### src/rtl/instr_mem_responder_pkg.sv
// Shared constants, instruction field positions and fetch-FSM state type
// for the instruction memory responder.
package instr_mem_responder_pkg;

  localparam int ADDR_W = 4;
  localparam int DATA_W = 8;

  localparam int OPCODE_MSB  = 7;
  localparam int OPCODE_LSB  = 4;
  localparam int OPERAND_MSB = 3;
  localparam int OPERAND_LSB = 0;

  typedef enum logic [1:0] {
    IDLE = 2'd0,
    WAIT = 2'd1,
    RESP = 2'd2
  } mem_state_t;

endpackage

### src/rtl/instr_mem_responder_mem_array.sv
// Register-file program storage: async clear, one write port,
// one combinational read port.
module instr_mem_responder_mem_array #(
  parameter int ADDR_W = 4,
  parameter int DATA_W = 8
) (
  input  logic              clk_i,
  input  logic              reset_i,
  input  logic              we_i,
  input  logic [ADDR_W-1:0] waddr_i,
  input  logic [DATA_W-1:0] wdata_i,
  input  logic [ADDR_W-1:0] raddr_i,
  output logic [DATA_W-1:0] rdata_o
);

  logic [DATA_W-1:0] mem_q [2**ADDR_W];

  always_ff @(posedge clk_i or posedge reset_i) begin
    if (reset_i) begin
      for (int i = 0; i < 2**ADDR_W; i++) begin
        mem_q[i] <= '0;
      end
    end else if (we_i) begin
      mem_q[waddr_i] <= wdata_i;
    end
  end

  assign rdata_o = mem_q[raddr_i];

endmodule

### src/rtl/instr_mem_responder.sv
// Instruction fetch responder: req/valid handshake with optional wait
// states in front of a writable program memory.
module instr_mem_responder
  import instr_mem_responder_pkg::*;
#(
  parameter int ADDR_W      = 4,
  parameter int DATA_W      = 8,
  parameter int WAIT_CYCLES = 0
) (
  input  logic              clk_i,
  input  logic              reset_i,
  input  logic              fetch_req_i,
  input  logic [ADDR_W-1:0] fetch_addr_i,
  output logic              fetch_valid_o,
  output logic [DATA_W-1:0] fetch_instr_o,
  output logic              fetch_busy_o,
  input  logic              prog_we_i,
  input  logic [ADDR_W-1:0] prog_addr_i,
  input  logic [DATA_W-1:0] prog_data_i,
  output logic              prog_err_o,
  output logic [7:0]        fetch_count_o
);

  localparam logic [3:0] WAIT_INIT = (WAIT_CYCLES > 0) ? 4'(WAIT_CYCLES - 1) : 4'd0;

  mem_state_t        state_q, state_d;
  logic [3:0]        wcnt_q, wcnt_d;
  logic [ADDR_W-1:0] addr_q, addr_d;
  logic              valid_q, busy_q, err_q;
  logic [DATA_W-1:0] instr_q;
  logic [7:0]        count_q;
  logic              mem_we;
  logic [DATA_W-1:0] rd_data;

  always_comb begin
    state_d = state_q;
    wcnt_d  = wcnt_q;
    addr_d  = addr_q;
    mem_we  = prog_we_i && (state_q == IDLE);
    case (state_q)
      IDLE: begin
        if (fetch_req_i) begin
          addr_d = fetch_addr_i;
          if (WAIT_CYCLES == 0) begin
            state_d = RESP;
          end else begin
            state_d = WAIT;
            wcnt_d  = WAIT_INIT;
          end
        end
      end
      WAIT: begin
        if (wcnt_q == 4'd0) state_d = RESP;
        else                wcnt_d  = wcnt_q - 4'd1;
      end
      RESP:    state_d = IDLE;
      default: state_d = IDLE;
    endcase
  end

  // Memory is read at the RESP edge, so a same-cycle IDLE write is visible.
  always_ff @(posedge clk_i or posedge reset_i) begin
    if (reset_i) begin
      state_q <= IDLE;
      wcnt_q  <= '0;
      addr_q  <= '0;
      valid_q <= 1'b0;
      busy_q  <= 1'b0;
      err_q   <= 1'b0;
      instr_q <= '0;
      count_q <= '0;
    end else begin
      state_q <= state_d;
      wcnt_q  <= wcnt_d;
      addr_q  <= addr_d;
      busy_q  <= (state_d != IDLE);
      err_q   <= prog_we_i && (state_q != IDLE);
      valid_q <= (state_q == RESP);
      if (state_q == RESP) begin
        instr_q <= rd_data;
        count_q <= count_q + 8'd1;
      end
    end
  end

  instr_mem_responder_mem_array #(
    .ADDR_W (ADDR_W),
    .DATA_W (DATA_W)
  ) u_mem (
    .clk_i   (clk_i),
    .reset_i (reset_i),
    .we_i    (mem_we),
    .waddr_i (prog_addr_i),
    .wdata_i (prog_data_i),
    .raddr_i (addr_q),
    .rdata_o (rd_data)
  );

  assign fetch_valid_o = valid_q;
  assign fetch_instr_o = instr_q;
  assign fetch_busy_o  = busy_q;
  assign prog_err_o    = err_q;
  assign fetch_count_o = count_q;

endmodule

### config.mk
export PLATFORM = sky130hd
export DESIGN_NAME = instr_mem_responder
export DESIGN_NICKNAME = d
export VERILOG_FILES = /design/src/rtl/instr_mem_responder_pkg.sv /design/src/rtl/instr_mem_responder_mem_array.sv /design/src/rtl/instr_mem_responder.sv
export SDC_FILE = /design/constraint.sdc
export NUM_CORES = 1
export LEC_CHECK = 0
export CAP_MARGIN = 30
export CELL_PAD_IN_SITES_DETAIL_PLACEMENT = 1
export CELL_PAD_IN_SITES_GLOBAL_PLACEMENT = 1
export CORE_AREA = 3 3 173 175
export DETAILED_ROUTE_END_ITERATION = 10
export DIE_AREA = 0 0 176 178
export PLACE_DENSITY_LB_ADDON = 0.1
export SLEW_MARGIN = 20
export SYNTH_ARGS = -nofsm -noshare
export SYNTH_HDL_FRONTEND = slang
export SYNTH_SLANG_ARGS = --single-unit
### constraint.sdc
create_clock -name clk_i -period 5.3 [get_ports clk_i]
set_input_delay 1.325 -clock clk_i [delete_from_list [all_inputs] [get_ports clk_i]]
set_output_delay 1.325 -clock clk_i [all_outputs]
set_load 0.01 [all_outputs]
==> results of run 1 <==
## placed cells by master (no fill, tap or decap), types with 6 or more instances in the layout
master / instances
nand3_1: 23
a22oi_1: 18
mux2_2: 132
nand4_1: 7
clkdlybuf4s50_1: 38
dfrtp_1: 156
a21oi_1: 9
xnor2_1: 6
nor2_1: 10
clkbuf_16: 17
mux2i_1: 65
nand2_1: 44
## power groups by stage
stage / Sequential (mW) / Combinational, mW / Clock, mW
2_1_floorplan: 1.63 / 0.492 / 0
3_3_place_gp: 1.67 / 0.719 / 0
3_5_place_dp: 1.68 / 0.734 / 0
4_1_cts: 1.66 / 0.738 / 1.33
5_1_grt: 1.69 / 0.804 / 1.38
6_report: 1.65 / 0.720 / 1.28
## worst max-delay path by stage
stage	cells after the start	from	slack, ns	endpoint
5_1_grt	5	prog_we_i	1.88	u_mem.mem_q[105]
6_report	5	prog_we_i	1.99	u_mem.mem_q[109]
3_3_place_gp	5	prog_we_i	1.56	u_mem.mem_q[107]
4_1_cts	5	prog_we_i	1.95	u_mem.mem_q[109]
3_5_place_dp	5	prog_we_i	1.51	u_mem.mem_q[108]
2_1_floorplan	1	reset_i	1.99	addr_q[0]
## cells by family after synthesis
| logic type | Yosys count |
|---|---|
| multiplexers | 197 |
| XOR/XNOR | 9 |
| AO/OA/AOI/OAI | 28 |
| buffers and inverters | 33 |
| flip-flops | 157 |
| adder cells (fa/ha/maj) | 2 |
| AND/OR/NAND/NOR | 113 |
## metal layers
layer | vias to the layer above | wire (um) | global-route usage (%)
met2 | 39 | 9160 | 21.5
met5 | - | 0 | 0
met3 | 13 | 362 | 2.32
met4 | 0 | 173 | 3.17
met1 | 2305 | 8990 | 16.4
li1 | 1988 | - | -
## state kept, by name, summed over array words and instances (netlist names)
| register | count |
|---|---|
| u_mem.mem_q | 128 |
| fetch_count_o | 8 |
| fetch_instr_o | 8 |
| addr_q | 4 |
| wcnt_q | 4 |
| state_q | 2 |
| fetch_busy_o | 1 |
| fetch_valid_o | 1 |
| prog_err_o | 1 |
## cell type report
cell class,instances,area (um^2)
inverter,4,18.8
timing repair buffer,44,445
clock buffer,20,457
fill,3038,20100
clock inverter,12,156
sequential,157,3930
tap,384,480
multi-input combinational,349,3030
## worst register-to-register path, cell delays in order (launching register included)
cell and delay, ns:
dfrtp_1 0.44, or3b_4 0.44, or3b_1 0.58, nor3_4 0.41, mux2_2 0.39
## per-stage QoR
stage          worst slack [ns]  instance area, um^2  cells  utilization (%)  hold slack, ns
2_1_floorplan              1.99                 7090    539                -           0.467
3_3_place_gp               1.56                 7890    937             27.6           0.463
3_5_place_dp               1.51                 7890    937             27.6           0.462
4_1_cts                    1.95                 8510    969             29.7           0.476
5_1_grt                    1.88                 8520    970             29.8           0.513
6_report                   1.99                 8520    970             29.8           0.467
==> summary.md, run 1 <==
| Metric | Value |
|---|---|
| Yosys cell types | `33` |
| Sw Ratio | `27.6%` |
| Delay of the slowest critical-path stage | `roughly 0.58 ns` |
| Final net count | `between 500 and 600` |
| Synth area leader | `dfrtp_1` |
| #FFs+latches synth | `157` |
| CP Max Fanout | `8` |
| CP Cell Sequence | `clkdlybuf4s50_1 > or3b_4 > or3b_1 > nor3_4 > mux2_2` |
| Clock transition at path regs | `0.06 ns` |
| 1st-iter DRT viols | `130` |
| Total Power | `3.65 mW` |
| Compound-Gate Fraction of Synth Area | `2.61%` |
| Cell family with most CP delay | `simple AND/OR/NAND/NOR gates` |
| Via density | `4.48` |
| Critical Path End Type | `flip-flop` |
| Ys async rst share | `100%` |
| Sequential Power Share | `a little under half` |
| Syn Nets | `561` |
| Root Driver | `clkbuf_16` |
| Slowest stage cell, crit path | `or3b_1` |
| ANT nets after route | `0` |
| Worst Max-Slew Pin Slew | `~0.95 ns` |
| Drt first pass iters | `4` |
| Hold Buf Count CTS | `0` |
| RSZ-0062 raised after global routing | `false` |
| Hold path endpoint | `fetch_count_o[7]` |
| Max_cap viols | `0` |
| Yosys warning count | `0` |
| Final Hold Fails | `0` |
| Min-delay src | `fetch_count_o[7]` |
| First-pass GRT wire length | `slightly below 30000 um` |
| Clock Latency Late Sink | `~0.42 ns` |
| Ant diodes | `0` |
| Arr. time, crit path | `~3.6 ns` |
| Core Area | `around 29000 um^2` |
| Layout cells sized above 1 | `31.2%` |
| Post-synth top cells | `dfrtp_1, mux2_2, mux2i_1, nand2_1, nand3_1` |
| Int Pwr | `about 2.6 mW` |
| Syn avg cell area | `13.1 um^2` |
| Remaining Overflow, GRT | `0` |
| Largest family of logic cells by synthesized area | `multiplexers` |
| Crit path time final | `3.31 ns` |
| Worst VDD drop | `~0.00018 V` |
| FF-to-FF path depth | `4` |
| GRT Util Overall | `between 10% and 20%` |
| Vias | `between 4k and 5k` |
| Simple-gate portion of the synthesized area | `8.46%` |
| Startpoint types | `input pin` |
| FF-to-FF Start | `state_q[0]` |
| Die H | `178 um` |
| Net switching power | `about 1 mW` |
| Adder-Cell Fraction of Synth Area | `less than 1%` |
| Die ar. | `31300 um^2` |
| Top_reg_cell synth | `dfrtp_1` |
| Initial antenna violation count | `0` |
| Yosys top cell area share | `a little under three fifths` |
| # resized after CTS | `0` |
| Final Setup Violations | `0` |
| Clock Path Buffers | `2` |
| Setup Skew | `0.0116 ns` |
| Reg-to-Reg End | `u_mem.mem_q[109]` |
| EDFF count, synth | `0` |
| Top cells by area, synth | `dfrtp_1, mux2_2, mux2i_1` |
| Postcts setup bufs | `0` |
| Largest net degree at the start of global routing | `105` |
| Starting Density | `24.7%` |
| Ratio of total power to cell area | `429 nW/um^2` |
| Num CTS Buffers | `17` |
| Cell Area, Synth | `a little over 7000 um^2` |
| Clk sinks | `between 150 and 200` |
| P&R area growth vs syn | `20.3%` |
| H-tree Lvls | `4` |
| Critical path class | `input pin to flip-flop` |
| Routed WL | `between 15000 and 20000 um` |
| Worst slew margin | `a little under two fifths` |
| Top-level port count | `39` |
| Slew Limit Fails | `0` |
| Hold Path Stages | `1` |
| Worst path bufs/invs | `1` |
| Synth Area in XOR/XNOR | `approximately 1.1%` |
| Outcome | `completed` |
| Seq/Total Area, Yosys | `55.5%` |
| Rows | `62` |
| Combinational power share | `19.7%` |
| Leakage | `around 3.7 nW` |
| Wire length per cell | `19.3 um` |
| Clock power share | `35.0%` |
| Mapped Cells | `between 500 and 600` |
| F_max | `between 0.3 and 0.4 GHz` |
| Die width | `around 180 um` |
| Setup TNS | `0 ns` |
| Final worst path period share | `between 60% and 70%` |
| Most frequent cell after synthesis | `dfrtp_1` |
| Detailed Place HPWL | `12600 um` |
| Post-synthesis mux area share | `30.2%` |
| # port buffers | `38` |
| Min-delay worst type | `flip-flop to flip-flop` |
| CTS tree | `built` |
| CP required | `5.59 ns` |
| Vias in the first global route | `between 4k and 5k` |
| Reg2reg setup slack | `2.91 ns` |
| # DRC | `0` |
| Final RePlAce weighted congestion | `0.708` |
No activity file was read; power rests on OpenSTA's default activity.
==> run 2: changes to the inputs <==
- clock period: 5.3 -> 3 ns (I/O delays scaled with it)
==> run 2 against run 1 <==
Net effect:
- clock power is 77% higher
- worst setup slack lost 1.6 ns
- flip-flop and latch count unchanged
- critical path depth increased by 1
- wire length rose by 3.0%
- critical endpoint is now u_mem.mem_q[46]
- largest cell class unchanged
==> summary.md, run 2 (synthesis results as in run 1) <==
| Metric | Value |
|---|---|
| FF-to-FF path depth | `5 (was 4)` |
| Sequential Power Share | `45.0% (was 45.3%)` |
| Delay of the slowest critical-path stage | `0.50 ns (was 0.58 ns)` |
| Remaining Overflow, GRT | `0 (unchanged)` |
| GRT Util Overall | `13.1% (was 12.5%)` |
| Wire length per cell | `19.4 um (was 19.3 um)` |
| Initial antenna violation count | `0 (unchanged)` |
| Worst VDD drop | `0.000330 V (was 0.000180 V)` |
| Arr. time, crit path | `2.89 ns (was 3.60 ns)` |
| Vias in the first global route | `4984 (was 4881)` |
| Sw Ratio | `28.4% (was 27.6%)` |
| Reg2reg setup slack | `0.79 ns (was 2.91 ns)` |
| Clock Latency Late Sink | `0.42 ns (about the same)` |
| Cell area after layout | `8770 um^2 (was 8520 um^2)` |
| Leakage | `3.84 nW (was 3.72 nW)` |
| Final RePlAce weighted congestion | `0.691 (was 0.708)` |
| Worst path bufs/invs | `2 (was 1)` |
| Combinational power share | `20.2% (was 19.7%)` |
| Clk sinks | `157 (unchanged)` |
| Max_cap viols | `0 (unchanged)` |
| Routed WL | `19200 um (was 18700 um)` |
| Slowest stage cell, crit path | `clkdlybuf4s50_1 (was or3b_1)` |
| Core Area | `28600 um^2 (unchanged)` |
| Cell family with most CP delay | `simple AND/OR/NAND/NOR gates (unchanged)` |
| RSZ-0062 raised after global routing | `false (unchanged)` |
| Vias | `4490 (was 4345)` |
| Worst Max-Slew Pin Slew | `0.925 ns (was 0.947 ns)` |
| Num CTS Buffers | `17 (unchanged)` |
| Most frequent cells in the layout | `dfrtp_1, mux2_2, mux2i_1 (unchanged)` |
| Clock Path Buffers | `2 (unchanged)` |
| Area post-placement | `8160 um^2 (was 7890 um^2)` |
| H-tree Lvls | `4 (unchanged)` |
| Hold path endpoint | `fetch_count_o[7] (unchanged)` |
| Die width | `176 um (unchanged)` |
| ANT nets after route | `0 (unchanged)` |
| Final Hold Fails | `0 (unchanged)` |
| Most flop-heavy register | `u_mem.mem_q (unchanged)` |
| # port buffers | `38 (unchanged)` |
| First-pass GRT wire length | `30700 um (was 29600 um)` |
| Ant diodes | `0 (unchanged)` |
| Worst slew margin | `38.4% (was 36.9%)` |
| Root Driver | `clkbuf_16 (unchanged)` |
| Outcome | `completed (unchanged)` |
| Postcts setup bufs | `0 (unchanged)` |
| # resized after CTS | `0 (unchanged)` |
| Crit path time final | `2.58 ns` |
| Most common cell after layout, fill and taps aside | `dfrtp_1 (unchanged)` |
| Ratio of total power to cell area | `741 nW/um^2 (was 429 nW/um^2)` |
| F_max | `0.387 GHz` |
| FF-to-FF Start | `state_q[0] (unchanged)` |
| Layout cells sized above 1 | `33.7% (was 31.2%)` |
| Via density | `4.52 (was 4.48)` |
| CTS tree | `built (unchanged)` |
| Critical Path End Type | `flip-flop (unchanged)` |
| Final core occ | `30.6% (was 29.8%)` |
| P&R area growth vs syn | `23.8% (was 20.3%)` |
| Hold Buf Count CTS | `0 (unchanged)` |
| Startpoint types | `input pin (unchanged)` |
| Final worst path period share | `a little under nine tenths` |
| Largest net degree at the start of global routing | `80 (was 105)` |
| Setup Skew | `0.00700 ns (was 0.0116 ns)` |
| Starting Density | `24.7% (unchanged)` |
| Die ar. | `31300 um^2 (unchanged)` |
| Worst setup startpoint | `prog_we_i (unchanged)` |
| Critical path class | `input pin to flip-flop (unchanged)` |
| Rows | `62 (unchanged)` |
| 1st-iter DRT viols | `152 (was 130)` |
| Detailed Place HPWL | `12900 um (was 12600 um)` |
| Clock transition at path regs | `0.07 ns (was 0.06 ns)` |
| Int Pwr | `4.65 mW (was 2.65 mW)` |
| CP Max Fanout | `8 (unchanged)` |
| CP required | `3.31 ns (was 5.59 ns)` |
| Net switching power | `1.85 mW (was 1.01 mW)` |
| Min-delay src | `fetch_count_o[7] (unchanged)` |
| # DRC | `0 (unchanged)` |
| Final net count | `618 (was 595)` |
| Final Setup Violations | `0 (unchanged)` |
| Slew Limit Fails | `0 (unchanged)` |
| Largest register FFs | `128 (unchanged)` |
| Reg-to-Reg End | `u_mem.mem_q[46] (was u_mem.mem_q[109])` |
| Hold Path Stages | `1 (unchanged)` |
| Top-level port count | `39 (unchanged)` |
| Min-delay worst type | `flip-flop to flip-flop (unchanged)` |
| Die H | `178 um (unchanged)` |
| Drt first pass iters | `4 (unchanged)` |
| CP Cell Sequence | `clkdlybuf4s50_1 > or3b_4 > or3b_1 > buf_4 > nor2_4 > mux2_2 (was clkdlybuf4s50_1 > or3b_4 > or3b_1 > nor3_4 > mux2_2)` |
| Clock power share | `34.8% (was 35.0%)` |
[run 2: cell types whose count changed in the layout (fill, tap and decap cells not counted)]
cell,change
buf_4,+17
inv_8,+1
clkbuf_1,-1
clkinv_4,+1
inv_6,-1
nor2b_1,+2
nor2b_2,-2
buf_12,+7
clkinv_2,-2
buf_8,-1
clkinvlp_4,+4
clkbuf_8,-2
[run 2: how the worst max path moves through the flow]
stage | to | depth (start not counted)
detailed placement | u_mem.mem_q[40] | 6
CTS | u_mem.mem_q[40] | 6
global placement | u_mem.mem_q[42] | 6
floorplan | addr_q[0] | 1
global route | u_mem.mem_q[41] | 6
finish | u_mem.mem_q[46] | 6
[run 2: layout make-up]
| cell class | instances | area [um^2] |
|---|---|---|
| multi-input cells | 349 | 3030 |
| well taps | 384 | 480 |
| clock buffers | 17 | 425 |
| repair buffers | 67 | 698 |
| clock inverters | 15 | 188 |
| flip-flops and latches | 157 | 3930 |
| fillers | 3050 | 19900 |
| inverters | 4 | 18.8 |
[run 2: per-stage QoR]
stage	total power [mW]	cells	setup TNS, ns	setup slack (ns)	hold slack (ns)
after global routing	6.90	993	0	0.366	0.509
after CTS	6.62	993	0	0.405	0.495
after detailed placement	4.30	961	-0.136	-0.0245	0.480
after global placement	4.25	961	-0.0139	-0.00356	0.464
after floorplan	3.74	539	0	0.263	0.467
final	6.50	993	0	0.418	0.488
[run 2: worst reg2reg max path: cells and delay by family, from the launching register on]
family                 cells  cell delay, ns
buffers and inverters      1            0.18
muxes                      1            0.38
and+or+nand+nor            3            1.10
DFF                        1            0.44
[run 2: power groups by stage]
stage | clock network [mW] | logic, mW | registers (mW)
2_1_floorplan | 0 | 0.870 | 2.87
3_3_place_gp | 0 | 1.31 | 2.95
3_5_place_dp | 0 | 1.34 | 2.97
4_1_cts | 2.34 | 1.34 | 2.93
5_1_grt | 2.44 | 1.46 | 3.00
6_report | 2.26 | 1.31 | 2.93
[run 2: layer usage]
metal	vias to the layer above	global-route usage [%]	share of wire [%]	wire (um)
met3	16	2.34	2.4	461
met4	0	4.06	1.5	287
li1	2038	-	-	-
met1	2383	18.0	49	9370
met2	53	21.0	47	9130
met5	-	0	0	0
